`src/rtl/matrix_calc_pkg.sv`:
```
// Shared definitions for the matrix calculation sequencer: op codes, FSM states,
// default matrix dimension and the row-major address helper.
package matrix_calc_pkg;

  localparam int MAX_DIM_DEFAULT = 5;

  typedef enum logic [2:0] {
    OP_ADD       = 3'b000,
    OP_SUB       = 3'b001,
    OP_SCALAR    = 3'b010,
    OP_TRANSPOSE = 3'b011,
    OP_MULTIPLY  = 3'b100
  } op_e;

  typedef enum logic [2:0] {
    S_IDLE  = 3'd0,
    S_CHECK = 3'd1,
    S_ISSUE = 3'd2,
    S_DRAIN = 3'd3,
    S_DONE  = 3'd4
  } state_e;

  // Row-major word address of element (row, col) in a dim x dim matrix slot.
  function automatic int lin_addr(input logic [2:0] row, input logic [2:0] col, input int dim);
    return int'(row) * dim + int'(col);
  endfunction

endpackage

```
`src/rtl/seq_index_counter.sv`:
```
// Nested i/j/k operand index counter with wrap and last-element flags.
// The k level exists only when CALC_SEQ_MATMUL_EN is defined; otherwise k is fixed at 0.
module seq_index_counter
  import matrix_calc_pkg::*;
(
  input  logic       clk,
  input  logic       rst_n,
  input  logic       i_clear,
  input  logic       i_step,
  input  logic [2:0] i_i_cnt,
  input  logic [2:0] i_j_cnt,
`ifdef CALC_SEQ_MATMUL_EN
  input  logic [2:0] i_k_cnt,
`endif
  output logic [2:0] o_i,
  output logic [2:0] o_j,
  output logic [2:0] o_k,
  output logic       o_k_last,
  output logic       o_last
);

  logic [2:0] r_i;
  logic [2:0] r_j;
  logic       w_i_last;
  logic       w_j_last;
  logic       w_k_last;

  assign w_i_last = (r_i == i_i_cnt - 3'd1);
  assign w_j_last = (r_j == i_j_cnt - 3'd1);

`ifdef CALC_SEQ_MATMUL_EN
  logic [2:0] r_k;

  assign w_k_last = (r_k == i_k_cnt - 3'd1);

  always_ff @(posedge clk) begin
    if (!rst_n || i_clear) begin
      r_k <= '0;
    end else if (i_step) begin
      r_k <= w_k_last ? 3'd0 : r_k + 3'd1;
    end
  end

  assign o_k = r_k;
`else
  assign w_k_last = 1'b1;
  assign o_k      = 3'd0;
`endif

  // j only moves when the inner level wraps; i only when j wraps.
  always_ff @(posedge clk) begin
    if (!rst_n || i_clear) begin
      r_i <= '0;
      r_j <= '0;
    end else if (i_step && w_k_last) begin
      if (w_j_last) begin
        r_j <= '0;
        r_i <= w_i_last ? 3'd0 : r_i + 3'd1;
      end else begin
        r_j <= r_j + 3'd1;
      end
    end
  end

  assign o_i      = r_i;
  assign o_j      = r_j;
  assign o_k_last = w_k_last;
  assign o_last   = w_i_last && w_j_last && w_k_last;

endmodule

```
`src/rtl/calc_sequencer.sv`:
```
// Matrix operation sequencer: checks operand shapes, issues one operand read per
// unstalled cycle and drives the ALU accumulate / result-write pipeline.
// MULTIPLY is available only when CALC_SEQ_MATMUL_EN is defined.
// Handshake: calc_en is a start pulse accepted only in IDLE; stall freezes ISSUE/DRAIN.
module calc_sequencer
  import matrix_calc_pkg::*;
#(
  parameter int MAX_DIM = MAX_DIM_DEFAULT,
  parameter int ADDR_W  = 5
) (
  input  logic              clk,
  input  logic              rst_n,
  input  logic              calc_en,
  input  logic [2:0]        op_type,
  input  logic [2:0]        a_rows,
  input  logic [2:0]        a_cols,
  input  logic [2:0]        b_rows,
  input  logic [2:0]        b_cols,
  input  logic              stall,
  output logic              busy,
  output logic              rd_en,
  output logic [ADDR_W-1:0] rd_addr_a,
  output logic [ADDR_W-1:0] rd_addr_b,
  output logic [2:0]        alu_op,
  output logic              acc_load,
  output logic              acc_en,
  output logic              wr_en,
  output logic [ADDR_W-1:0] wr_addr,
  output logic              op_done,
  output logic              op_err
);

  state_e            r_state;
  logic [2:0]        r_op;
  logic [2:0]        r_ar;
  logic [2:0]        r_ac;
  logic [2:0]        r_br;
  logic [2:0]        r_bc;
  logic              r_err;
  logic              r_drain;
  logic              r_s1_vld;
  logic              r_s1_first;
  logic              r_s1_klast;
  logic [ADDR_W-1:0] r_s1_waddr;
  logic              r_s2_vld;
  logic [ADDR_W-1:0] r_wr_addr;

  logic              w_legal;
  logic              w_a_ok;
  logic              w_b_ok;
  logic              w_is_mul;
  logic              w_is_tr;
  logic              w_issue;
  logic              w_clear;
  logic [2:0]        w_i;
  logic [2:0]        w_j;
  logic [2:0]        w_k;
  logic [2:0]        w_j_cnt;
  logic              w_k_last;
  logic              w_last;
  logic [ADDR_W-1:0] w_waddr;

  function automatic logic dim_ok(input logic [2:0] d);
    return (d != 3'd0) && (int'(d) <= MAX_DIM);
  endfunction

  assign w_a_ok = dim_ok(r_ar) && dim_ok(r_ac);
  assign w_b_ok = dim_ok(r_br) && dim_ok(r_bc);
  assign w_is_tr = (r_op == OP_TRANSPOSE);

`ifdef CALC_SEQ_MATMUL_EN
  logic [2:0] w_k_cnt;
  assign w_is_mul = (r_op == OP_MULTIPLY);
  assign w_k_cnt  = w_is_mul ? r_ac : 3'd1;
`else
  assign w_is_mul = 1'b0;
`endif

  always_comb begin
    w_legal = 1'b0;
    case (r_op)
      OP_ADD, OP_SUB:          w_legal = w_a_ok && w_b_ok && (r_ar == r_br) && (r_ac == r_bc);
      OP_SCALAR, OP_TRANSPOSE: w_legal = w_a_ok;
`ifdef CALC_SEQ_MATMUL_EN
      OP_MULTIPLY:             w_legal = w_a_ok && w_b_ok && (r_ac == r_br);
`endif
      default:                 w_legal = 1'b0;
    endcase
  end

  assign w_j_cnt = w_is_mul ? r_bc : r_ac;
  assign w_issue = (r_state == S_ISSUE) && !stall;
  assign w_clear = (r_state == S_CHECK);

  seq_index_counter u_idx (
    .clk      (clk),
    .rst_n    (rst_n),
    .i_clear  (w_clear),
    .i_step   (w_issue),
    .i_i_cnt  (r_ar),
    .i_j_cnt  (w_j_cnt),
`ifdef CALC_SEQ_MATMUL_EN
    .i_k_cnt  (w_k_cnt),
`endif
    .o_i      (w_i),
    .o_j      (w_j),
    .o_k      (w_k),
    .o_k_last (w_k_last),
    .o_last   (w_last)
  );

  // Counters hold under stall, so the addresses hold with them.
  assign rd_addr_a = ADDR_W'(lin_addr(w_i, w_is_mul ? w_k : w_j, MAX_DIM));
  assign rd_addr_b = ADDR_W'(lin_addr(w_is_mul ? w_k : w_i, w_j, MAX_DIM));
  assign w_waddr   = w_is_tr ? ADDR_W'(lin_addr(w_j, w_i, MAX_DIM))
                             : ADDR_W'(lin_addr(w_i, w_j, MAX_DIM));

  always_ff @(posedge clk) begin
    if (!rst_n) begin
      r_state <= S_IDLE;
      r_op    <= '0;
      r_ar    <= '0;
      r_ac    <= '0;
      r_br    <= '0;
      r_bc    <= '0;
      r_err   <= 1'b0;
      r_drain <= 1'b0;
    end else begin
      case (r_state)
        S_IDLE: begin
          if (calc_en) begin
            r_op    <= op_type;
            r_ar    <= a_rows;
            r_ac    <= a_cols;
            r_br    <= b_rows;
            r_bc    <= b_cols;
            r_state <= S_CHECK;
          end
        end
        S_CHECK: begin
          r_err   <= !w_legal;
          r_drain <= 1'b0;
          r_state <= w_legal ? S_ISSUE : S_DONE;
        end
        S_ISSUE: begin
          if (!stall && w_last) r_state <= S_DRAIN;
        end
        S_DRAIN: begin
          if (!stall) begin
            if (r_drain) begin
              r_drain <= 1'b0;
              r_state <= S_DONE;
            end else begin
              r_drain <= 1'b1;
            end
          end
        end
        S_DONE: begin
          r_err   <= 1'b0;
          r_state <= S_IDLE;
        end
        default: r_state <= S_IDLE;
      endcase
    end
  end

  // Stage 1 = accumulate, stage 2 = write; both advance only on unstalled cycles.
  always_ff @(posedge clk) begin
    if (!rst_n) begin
      r_s1_vld   <= 1'b0;
      r_s1_first <= 1'b0;
      r_s1_klast <= 1'b0;
      r_s1_waddr <= '0;
      r_s2_vld   <= 1'b0;
      r_wr_addr  <= '0;
    end else if (!stall) begin
      r_s1_vld   <= w_issue;
      r_s1_first <= (w_k == 3'd0);
      r_s1_klast <= w_k_last;
      r_s1_waddr <= w_waddr;
      r_s2_vld   <= r_s1_vld && r_s1_klast;
      if (r_s1_vld && r_s1_klast) r_wr_addr <= r_s1_waddr;
    end
  end

  assign busy     = (r_state != S_IDLE);
  assign rd_en    = w_issue;
  assign acc_load = r_s1_vld && r_s1_first && !stall;
  assign acc_en   = r_s1_vld && !r_s1_first && !stall;
  assign wr_en    = r_s2_vld && !stall;
  assign wr_addr  = r_wr_addr;
  assign alu_op   = r_op;
  assign op_done  = (r_state == S_DONE);
  assign op_err   = (r_state == S_DONE) && r_err;

endmodule

```
`config.mk`:
```
export PLATFORM = sky130hd
export DESIGN_NAME = calc_sequencer
export DESIGN_NICKNAME = d
export VERILOG_FILES = /design/src/rtl/matrix_calc_pkg.sv /design/src/rtl/seq_index_counter.sv /design/src/rtl/calc_sequencer.sv
export SDC_FILE = /design/constraint.sdc
export NUM_CORES = 1
export LEC_CHECK = 0
export CAP_MARGIN = 20
export CORE_ASPECT_RATIO = 0.7
export CORE_MARGIN = 2
export CORE_UTILIZATION = 50
export DETAILED_ROUTE_END_ITERATION = 8
export PLACE_DENSITY = 0.77
export SYNTH_ARGS = -nofsm -noshare
export SYNTH_HDL_FRONTEND = slang
export SYNTH_SLANG_ARGS = --single-unit
```
`constraint.sdc`:
```
create_clock -name clk -period 3 [get_ports clk]
set_clock_uncertainty 0.1 [all_clocks]
set_input_delay 0.3 -clock clk [delete_from_list [all_inputs] [get_ports clk]]
set_output_delay 0.3 -clock clk [all_outputs]
set_load 0.01 [all_outputs]
```
## Word-level counts from Yosys, hierarchy flattened

Index checks and enable logic that the tools add are counted.

- Flip-flop bits (word level): 39
- Input bits: 19

- Add/sub/neg operators: 6
- Multiply operators: 2
- $lt $le $gt $ge: 4
- Equal/unequal tests: 15
- Mux-type cells: 14
- Bitwise logic cells: 1
- Reduce and logical (&&, ||, !) cells: 39

Operators with widths:

| kind | number |
|---|---|
| 2-to-1 mux 3 bit | 7 |
| logical AND 1 bit | 18 |
| nonzero test 3 bit | 5 |
| equality test 3 x 2 -> 1 bit (second input constant) | 4 |
| equality test 3 bit | 4 |
| less-or-equal comparator 3 bit (second input constant) | 4 |
| case mux 3 bit (4 select lines) | 1 |
| adder 5 x 3 -> 5 bit | 2 |
| multiplier 3 x 3 -> 5 bit (second input constant) | 2 |
| AND reduction 2 bit | 4 |
| adder 3 x 1 -> 3 bit (second input constant) | 2 |
| equality test 3 x 1 -> 1 bit (second input constant) | 2 |
| zero test 3 bit | 2 |
| inequality test 2 bit (second input constant) | 3 |
| case mux 1 bit (2 select lines) | 3 |
| subtractor 3 x 1 -> 3 bit (second input constant) | 2 |
| 2-to-1 mux 5 bit | 1 |
| zero test 1 bit | 4 |
| AND reduction 4 bit | 1 |
| nonzero test 2 bit | 2 |
| OR reduction 2 bit | 2 |
| equality test 3 bit (second input constant) | 1 |
| 2-to-1 mux 1 bit | 2 |
| inequality test 2 x 1 -> 1 bit (second input constant) | 1 |
| 2 further kinds | 2 |

## Longest topological paths before layout

Gate-level depths: netlist of the first run.

- Depth after elaboration: 9
- Gate-level depth with buffers: 8
- Gate-level depth less buffers: 8

## By module

From an unflattened synthesis of the first run, not the netlist that was laid out.

- Cells, all modules: 261
- Area total of the unflattened synthesis: 2314.7 um^2

By module, submodules not included:

| module | instances | cells each | area each (um^2) | seq. area each (um^2) |
|---|---|---|---|---|
| calc_sequencer | 1 | 211 | 1830.5 | 680.7 |
| seq_index_counter | 1 | 50 | 484.2 | 120.1 |

## Least setup slack after synthesis of the first run

Ideal clock, no wire load.

- Path kind: register -> output
- Start: reg u_idx.r_i[2], in the netlist u_idx.o_i[2]
- End: out rd_addr_b[4]
- Arrival: 1.982 ns
- Required time: 2.600 ns
- Path slack: 0.618 ns
- Stages on the path, launching flop included: 8
- Path buffers: 1
- Path through: dfxtp_1 ha_1 ha_1 ha_1 a21o_1 a21oi_1 xnor2_1 buf_4

- Word-level cells in the longest chain between the ends: 2

Ends and longest elaborated chain:

| element | RTL line | source |
|---|---|---|
| start: declaration | seq_index_counter.sv:22 | `logic [2:0] r_i;` |
| start signal: assignment | seq_index_counter.sv:58 | `r_i <= w_i_last ? 3'd0 : r_i + 3'd1;` |
| multiplier 3 x 3 -> 5 bit | -- |  |
| adder 5 x 3 -> 5 bit | -- |  |
| end: declaration | calc_sequencer.sv:23 | `output logic [ADDR_W-1:0] rd_addr_b,` |

Every way passes these cells.

## Worst setup path after layout of the first run

- Start: reg u_idx.r_i[0], in the netlist u_idx.o_i[0]
- End: out rd_addr_b[3]

- Word-level cells in the longest chain between the ends: 2

Ends and longest elaborated chain:

| element | RTL line | source |
|---|---|---|
| multiplier 3 x 3 -> 5 bit | matrix_calc_pkg.sv:25 | `return int'(row) * dim + int'(col);` |
| adder 5 x 3 -> 5 bit | matrix_calc_pkg.sv:25 |  |

Every way passes these cells.

==> flow_summary_export.csv, run 1 <==
group,metric,value,unit
sta,fmaxAchievable,345,MHz
detailed_routing,routed_wl,4780,um
clock_network,clkLatencyLatePin,290,ps
sta,fin_crit,2900,ps
synthesis,yosys-top-cells-area,"dfxtp_1, ha_1, nand2_1, a21oi_1, nor2_1",
synthesis,yosysWarnings,0,
global_routing,grt_max_degree,31,
synthesis,ys_async_sr_fraction,0,%
clock_network,cts_buffers,5,
detailed_routing,wl_per_cell,13.3,um
place,placed_area,0.00271,sq mm
synthesis,synth.most_common_cell,"nand2_1",
global_routing,grt_pass1_vias,1779,
sta,hold_viol_final,0,
setup_path,cp_top_family,"adder cells",
clock_network,post_cts_buffers,0,
min_path,hold_path.class,"flop to flop",
cells_and_area,nFillCells,376,
sta,relSlewSlack,38.4,%
clock_network,clockBufferDepth,2,
clock_network,cts_hold_buf,0,
detailed_routing,via_per_inst,5.19,
global_routing,busiest_layer,"met1",
detailed_routing,drt-pass1-iter-count,4,
synthesis,yosys.area.top_type,"dfxtp_1",
cells_and_area,area.growth.synth_to_final,24.7,%
setup_path,crit_buf_inv,1,
sta,slew_viol_final,0,
synthesis,synthMuxAreaShare,2.21,%
floorplanning,num_io_pins,44,
setup_path,worstPathCellList,"ha_1, ha_1, fa_1, xor2_2, clkdlybuf4s50_1",
setup_path,cp_max_fo,6,
setup_path,cp.required,2600,ps
setup_path,path_class,"flop to output port",
floorplanning,core,0.00435,sq mm
global_routing,antenna_found_initial,0,
global_routing,grt_usage,20.7,%
setup_path,crit_cells,5,
place,place.gp.congestion,0.793,
floorplanning,rows,20,
synthesis,synth_top_flop_cell,"dfxtp_1",
clock_network,cts_tree,"yes",
cells_and_area,n_antenna_cell,0,
place,hpwl,3640,um
setup_path,start_kind,"flop",
synthesis,synth_top_family_by_area,"simple AND/OR/NAND/NOR gates",
synthesis,syn_area,0.00226,sq mm
clock_network,cts_sinks,39,
outcome,status,"completed",
synthesis,synth_fp_nets,307,
floorplanning,fp.dieW,84.4,um
setup_path,slowest_delay,560,ps
sta,fin_hold_ws,356,ps
place,dp.cells,351,
synthesis,ys_ff_latch,39,
synthesis,synth_common_cells,"nand2_1, dfxtp_1, a21oi_1",
clock_network,cts_root_buf,"clkbuf_8",
power,ir_drop,250,uV
synthesis,synth_edf_count,0,
cells_and_area,final_area,0.00282,sq mm
min_path,hold_depth,2,
clock_network,htree_levels,2,
power,power_density,402,mW/mm^2
setup_path,cp_data_arrival_time,2500,ps
setup_path,cp-end-kind,"output port",
detailed_routing,drc,0,
clock_network,path_clk_slew,80,ps
sta,timing.final.crit_share,96.6,%
sta,setup_viol,0,
setup_path,reg2reg_depth,8,
sta,setup_tns,0,ps
detailed_routing,drtIter0Drc,75,
synthesis,synth_compound_area_share,13.2,%
cells_and_area,layout.nets,345,
setup_path,cpMaxStageDelayCell,"clkdlybuf4s50_1",
job,cap_violations,0,
synthesis,synth.avg_cell_area,8.54,sq um
synthesis,synth.top_cell.area_share,34.5,%
floorplanning,fp.dieH,60.3,um
synthesis,synth_xor_area_share,8.74,%
synthesis,syn_inst,265,
global_routing,met1_usage,30.8,%
sta,worstMarginPinSlew,923,ps
cells_and_area,fin_cells,359,
synthesis,synthSimpleGateAreaFrac,22.2,%
power,leakagePower,1.21,nW
floorplanning,start_util,52.0,%
global_routing,grt_util_met2,30.7,%
global_routing,grt_overflow,0,
global_routing,grt.met3_usage,4.14,%
place,port_buffers,43,
cells_and_area,drive_gt1_share,7.57,%
detailed_routing,antenna_left,0,
detailed_routing,vias,1863,
synthesis,ys_types,44,
synthesis,yosysSeqAreaShare,34.5,%
setup_path,cpMostUsedCell,"ha_1",
floorplanning,die_area,0.00509,sq mm
global_routing,grt_pass1_wl,8330,um
synthesis,synthAdderAreaFrac,13.4,%
[layout make-up]
cell class	instances	area [sq um]	area share, %
clock buffers	5	68.8	2.44
multi-input cells	198	1370	48.6
flip-flops and latches	39	783	27.8
inverters	12	45.0	1.60
clock inverters	3	25.0	0.887
repair buffers	47	460	16.3
well taps	55	68.8	2.44
[cell usage in the layout (no fill, tap or decap), types with 3 or more instances in the layout]
cell type / count
buf_4: 4
nor4_1: 3
nor3_1: 4
xor2_1: 7
clkbuf_8: 5
o21ai_1: 4
inv_1: 12
nand2b_1: 6
nor2b_1: 4
mux2i_1: 5
clkdlybuf4s50_1: 40
xnor2_1: 5
dfxtp_1: 37
nand2_1: 48
a21oi_1: 32
nand3_1: 3
nor2_1: 20
ha_1: 21
[cells by family after synthesis]
kind of cell	Yosys count
compound gates	50
xor+xnor	17
fa+ha+maj	23
buf+inv	28
flops	39
mux	5
simple gates	103
[report_power, final]
| group | switching, mW | total [mW] | internal (mW) |
|---|---|---|---|
| sequential | 0.0322 | 0.573 | 0.541 |
| clock | 0.200 | 0.366 | 0.166 |
| combinational | 0.0987 | 0.196 | 0.0968 |
| total | 0.331 | 1.13 | 0.804 |
[stage by stage]
stage | utilization (%) | setup slack [ps] | total power [mW]
after floorplan | - | 618 | 0.710
after global routing | 64.8 | -6.72 | 1.20
after global placement | 62.2 | 190 | 0.774
after CTS | 64.3 | 2.19 | 1.14
final | 64.8 | 101 | 1.13
after detailed placement | 62.2 | 108 | 0.779
[worst paths after layout]
check                startpoint       endpoint  slack (ps)
setup / recovery   u_idx.o_i[0]   rd_addr_b[3]         100
hold / removal    r_s1_waddr[4]     wr_addr[4]         360
setup reg to reg   u_idx.o_i[0]  r_s1_waddr[4]         600
hold reg to reg   r_s1_waddr[4]     wr_addr[4]         360
[worst register-to-register path, cell delays in order, from the launching register on]
cell,delay [ps]
dfxtp_2,360
ha_1,310
ha_1,320
ha_1,310
a21o_1,170
a21oi_2,180
xnor2_2,160
nor2b_1,80
o41ai_1,300
[registers in the layout, summed over array words and instances (netlist names)]
signal,cells
r_drain,1
r_s1_klast,1
u_idx.o_j,3
u_idx.o_i,3
r_s2_vld,1
wr_addr,5
alu_op,3
r_bc,3
r_s1_vld,1
r_ar,3
r_ac,3
r_br,3
r_s1_waddr,5
r_state,3
r_err,1
[layer usage]
layer,part of all wire [%],up-vias
met2,41,29
met4,0.82,0
met3,4.0,5
li1,-,969
met5,0,-
met1,54,860
[repair_timing]
item / CTS / global route
resized for setup: 3 / 5
setup endpoints to repair: 4 / 3
cloned: 0 / 0
Power figures use the tool's default switching activity.
==> run 2: changes to the inputs <==
--- a/config.mk
+++ b/config.mk
@@ -5,12 +5,14 @@
 export SDC_FILE = /design/constraint.sdc
 export NUM_CORES = 1
 export LEC_CHECK = 0
+export ABC_AREA = 1
 export CAP_MARGIN = 20
 export CORE_ASPECT_RATIO = 0.7
 export CORE_MARGIN = 2
 export CORE_UTILIZATION = 50
 export DETAILED_ROUTE_END_ITERATION = 8
-export PLACE_DENSITY = 0.77
+export PLACE_DENSITY_LB_ADDON = 0.08
+export SLEW_MARGIN = 10
 export SYNTH_ARGS = -nofsm -noshare
 export SYNTH_HDL_FRONTEND = slang
 export SYNTH_SLANG_ARGS = --single-unit
==> run 2 against run 1 <==
Against the previous run: maximum frequency rose by 2.1%; largest power group is now combinational cells; via count rose by 8.1%; clock power rose by 26%; die area rose by 2.3%; routed wire length rose by 4.9%; critical path depth rose by 2.
==> flow_summary_export.csv, run 2 <==
group,metric,value,unit
outcome,status,"completed",
synthesis,synth_fp_nets,355,
global_routing,antenna_found_initial,0,
synthesis,yosysSeqAreaShare,33.7,%
synthesis,yosys-top-cells-area,"dfxtp_1, ha_1, nand2_1, inv_1, o21ai_0",
power,p_int,1.24,mW
floorplanning,start_util,52.6,%
power,power_density,699,mW/mm^2
cells_and_area,area.growth.synth_to_final,25.1,%
power,pwr-share-clk,22.7,%
detailed_routing,vias,2013,
power,power_frac_comb,41.0,%
place,hpwl,3890,um
job,cap_violations,0,
sta,setup_ws,160,ps
detailed_routing,via_per_inst,4.93,
synthesis,yosysWarnings,0,
min_path,hold_path.class,"flop to flop",
cells_and_area,mostFrequentLayoutCell,"nand2_1",
detailed_routing,routed_wl,5010,um
floorplanning,rows,20,
cells_and_area,layout.nets,394,
detailed_routing,wl_per_cell,12.3,um
clock_network,htree_levels,2,
place,port_buffers,43,
place,place.gp.congestion,0.769,
synthesis,synth_edf_count,0,
sta,setup_viol,0,
synthesis,yosys.area.top_type,"dfxtp_1",
clock_network,clkLatencyLatePin,290,ps
floorplanning,fp.dieH,61.0,um
min_path,hold_depth,2,
detailed_routing,drt-pass1-iter-count,4,
clock_network,clockBufferDepth,2,
sta,worstMarginPinSlew,909,ps
detailed_routing,antenna_left,0,
synthesis,syn_inst,313,
synthesis,synth.top_cell.area_share,33.7,%
sta,slew_viol_final,0,
cells_and_area,n_antenna_cell,0,
setup_path,cp_max_fo,5,
power,leakagePower,1.39,nW
clock_network,path_clk_slew,80,ps
synthesis,synth.avg_cell_area,7.41,sq um
setup_path,cp-end-kind,"output port",
cells_and_area,fin_cells,408,
floorplanning,die_area,0.00521,sq mm
global_routing,grt_usage,20.8,%
power,p_switching,0.788,mW
synthesis,synth_top_flop_cell,"dfxtp_1",
synthesis,ys_types,32,
synthesis,ys_async_sr_fraction,0,%
setup_path,reg2reg_slack,720,ps
global_routing,grt_pass1_wl,8310,um
sta,fmaxAchievable,352,MHz
detailed_routing,drc,0,
floorplanning,core,0.00440,sq mm
sta,timing.final.crit_share,94.7,%
detailed_routing,drtIter0Drc,105,
setup_path,cp_data_arrival_time,2440,ps
synthesis,ys_ff_latch,39,
power,pwr-share-seq,36.3,%
sta,setup_tns,0,ps
cells_and_area,drive_gt1_share,10.2,%
clock_network,cts_tree,"yes",
synthesis,syn_area,0.00232,sq mm
setup_path,start_kind,"flop",
floorplanning,num_io_pins,44,
place,pre_cts_slack,285,ps
power,switching_share,38.8,%
sta,rsz0062_at_grt,"false",
global_routing,grt_overflow,0,
setup_path,path_class,"flop to output port",
power,ir_drop,556,uV
cells_and_area,final_cell_mix,"nand2_1, inv_1, clkdlybuf4s50_1",
synthesis,synth_common_cells,"nand2_1, inv_1, dfxtp_1",
clock_network,cts_root_buf,"clkbuf_8",
synthesis,synth.most_common_cell,"nand2_1",
sta,relSlewSlack,39.2,%
clock_network,cts_sinks,39,
global_routing,grt_max_degree,31,
global_routing,grt_pass1_vias,1780,
sta,hold_viol_final,0,
cells_and_area,nFillCells,393,
sta,fin_crit,2840,ps
place,dp.cells,400,
setup_path,cp.required,2600,ps
floorplanning,fp.dieW,85.4,um
setup_path,reg2reg_depth,8,
clock_network,cts_buffers,5,
[run 2: power by group through the flow]
stage	Combinational (mW)	Sequential, mW	Clock [mW]
final	0.831	0.736	0.461
after global routing	0.948	0.752	0.493
after CTS	0.835	0.735	0.468
after detailed placement	0.825	0.747	0
after global placement	0.813	0.743	0
after floorplan	0.603	0.729	0
[run 2: path summary, 6_finish.rpt]
kind | from | endpoint
worst max-delay path | u_idx.o_i[0] | rd_addr_b[4]
worst min-delay path | r_br[1] | r_br[1]
worst max register to register | u_idx.o_i[0] | r_s1_waddr[3]
worst min register to register | r_br[1] | r_br[1]
[run 2: worst max-delay path, cell delays in order (launching register included)]
cell             delay, ps
dfxtp_2                350
ha_1                   290
ha_1                   330
ha_1                   310
nand3_1                 70
nand2_1                 80
xnor2_2                160
clkdlybuf4s50_1        560
[run 2: repair_timing]
action | CTS | global route
hold buffers | 0 | 0
endpoints found under the setup margin | 4 | 4
gates resized for setup | 1 | 7
buffers inserted | 0 | 0
pin swaps | 0 | 0
[run 2: routing by layer]
layer / routed length (um) / share of wire, % / GRT usage [%]
met2: 1990 / 40 / 29.4
met3: 212 / 4.2 / 3.95
met5: 0 / 0 / 0
met1: 2760 / 55 / 32.0
met4: 44 / 0.88 / 6.35
[run 2: cells by family after synthesis]
kind of cell             share of synthesized area (%)
buffers and inverters                             10.8
AND/OR/NAND/NOR                                   23.6
flip-flops                                        33.7
adder cells (fa/ha/maj)                           13.1
XOR/XNOR                                          3.78
AO/OA/AOI/OAI                                     15.0
[run 2: area by class of cell]
| cell class | instances | area, sq um | share of cell area, % |
|---|---|---|---|
| inverter | 47 | 176 | 6.08 |
| clock inverter | 2 | 35.0 | 1.21 |
| multi-input combinational | 214 | 1300 | 44.8 |
| clock buffer | 6 | 82.6 | 2.85 |
| timing repair buffer | 45 | 453 | 15.6 |
| tap | 55 | 68.8 | 2.37 |
| sequential | 39 | 785 | 27.0 |
[run 2: metrics by stage]
step	utilization [%]	hold WS [ps]	total power [mW]	cell area [sq um]
detailed placement	62.6	362	1.57	2760
CTS	65.3	374	2.04	2880
global route	65.9	390	2.19	2900
global placement	62.6	355	1.56	2760
finish	65.9	370	2.03	2900
floorplan	-	330	1.33	2320
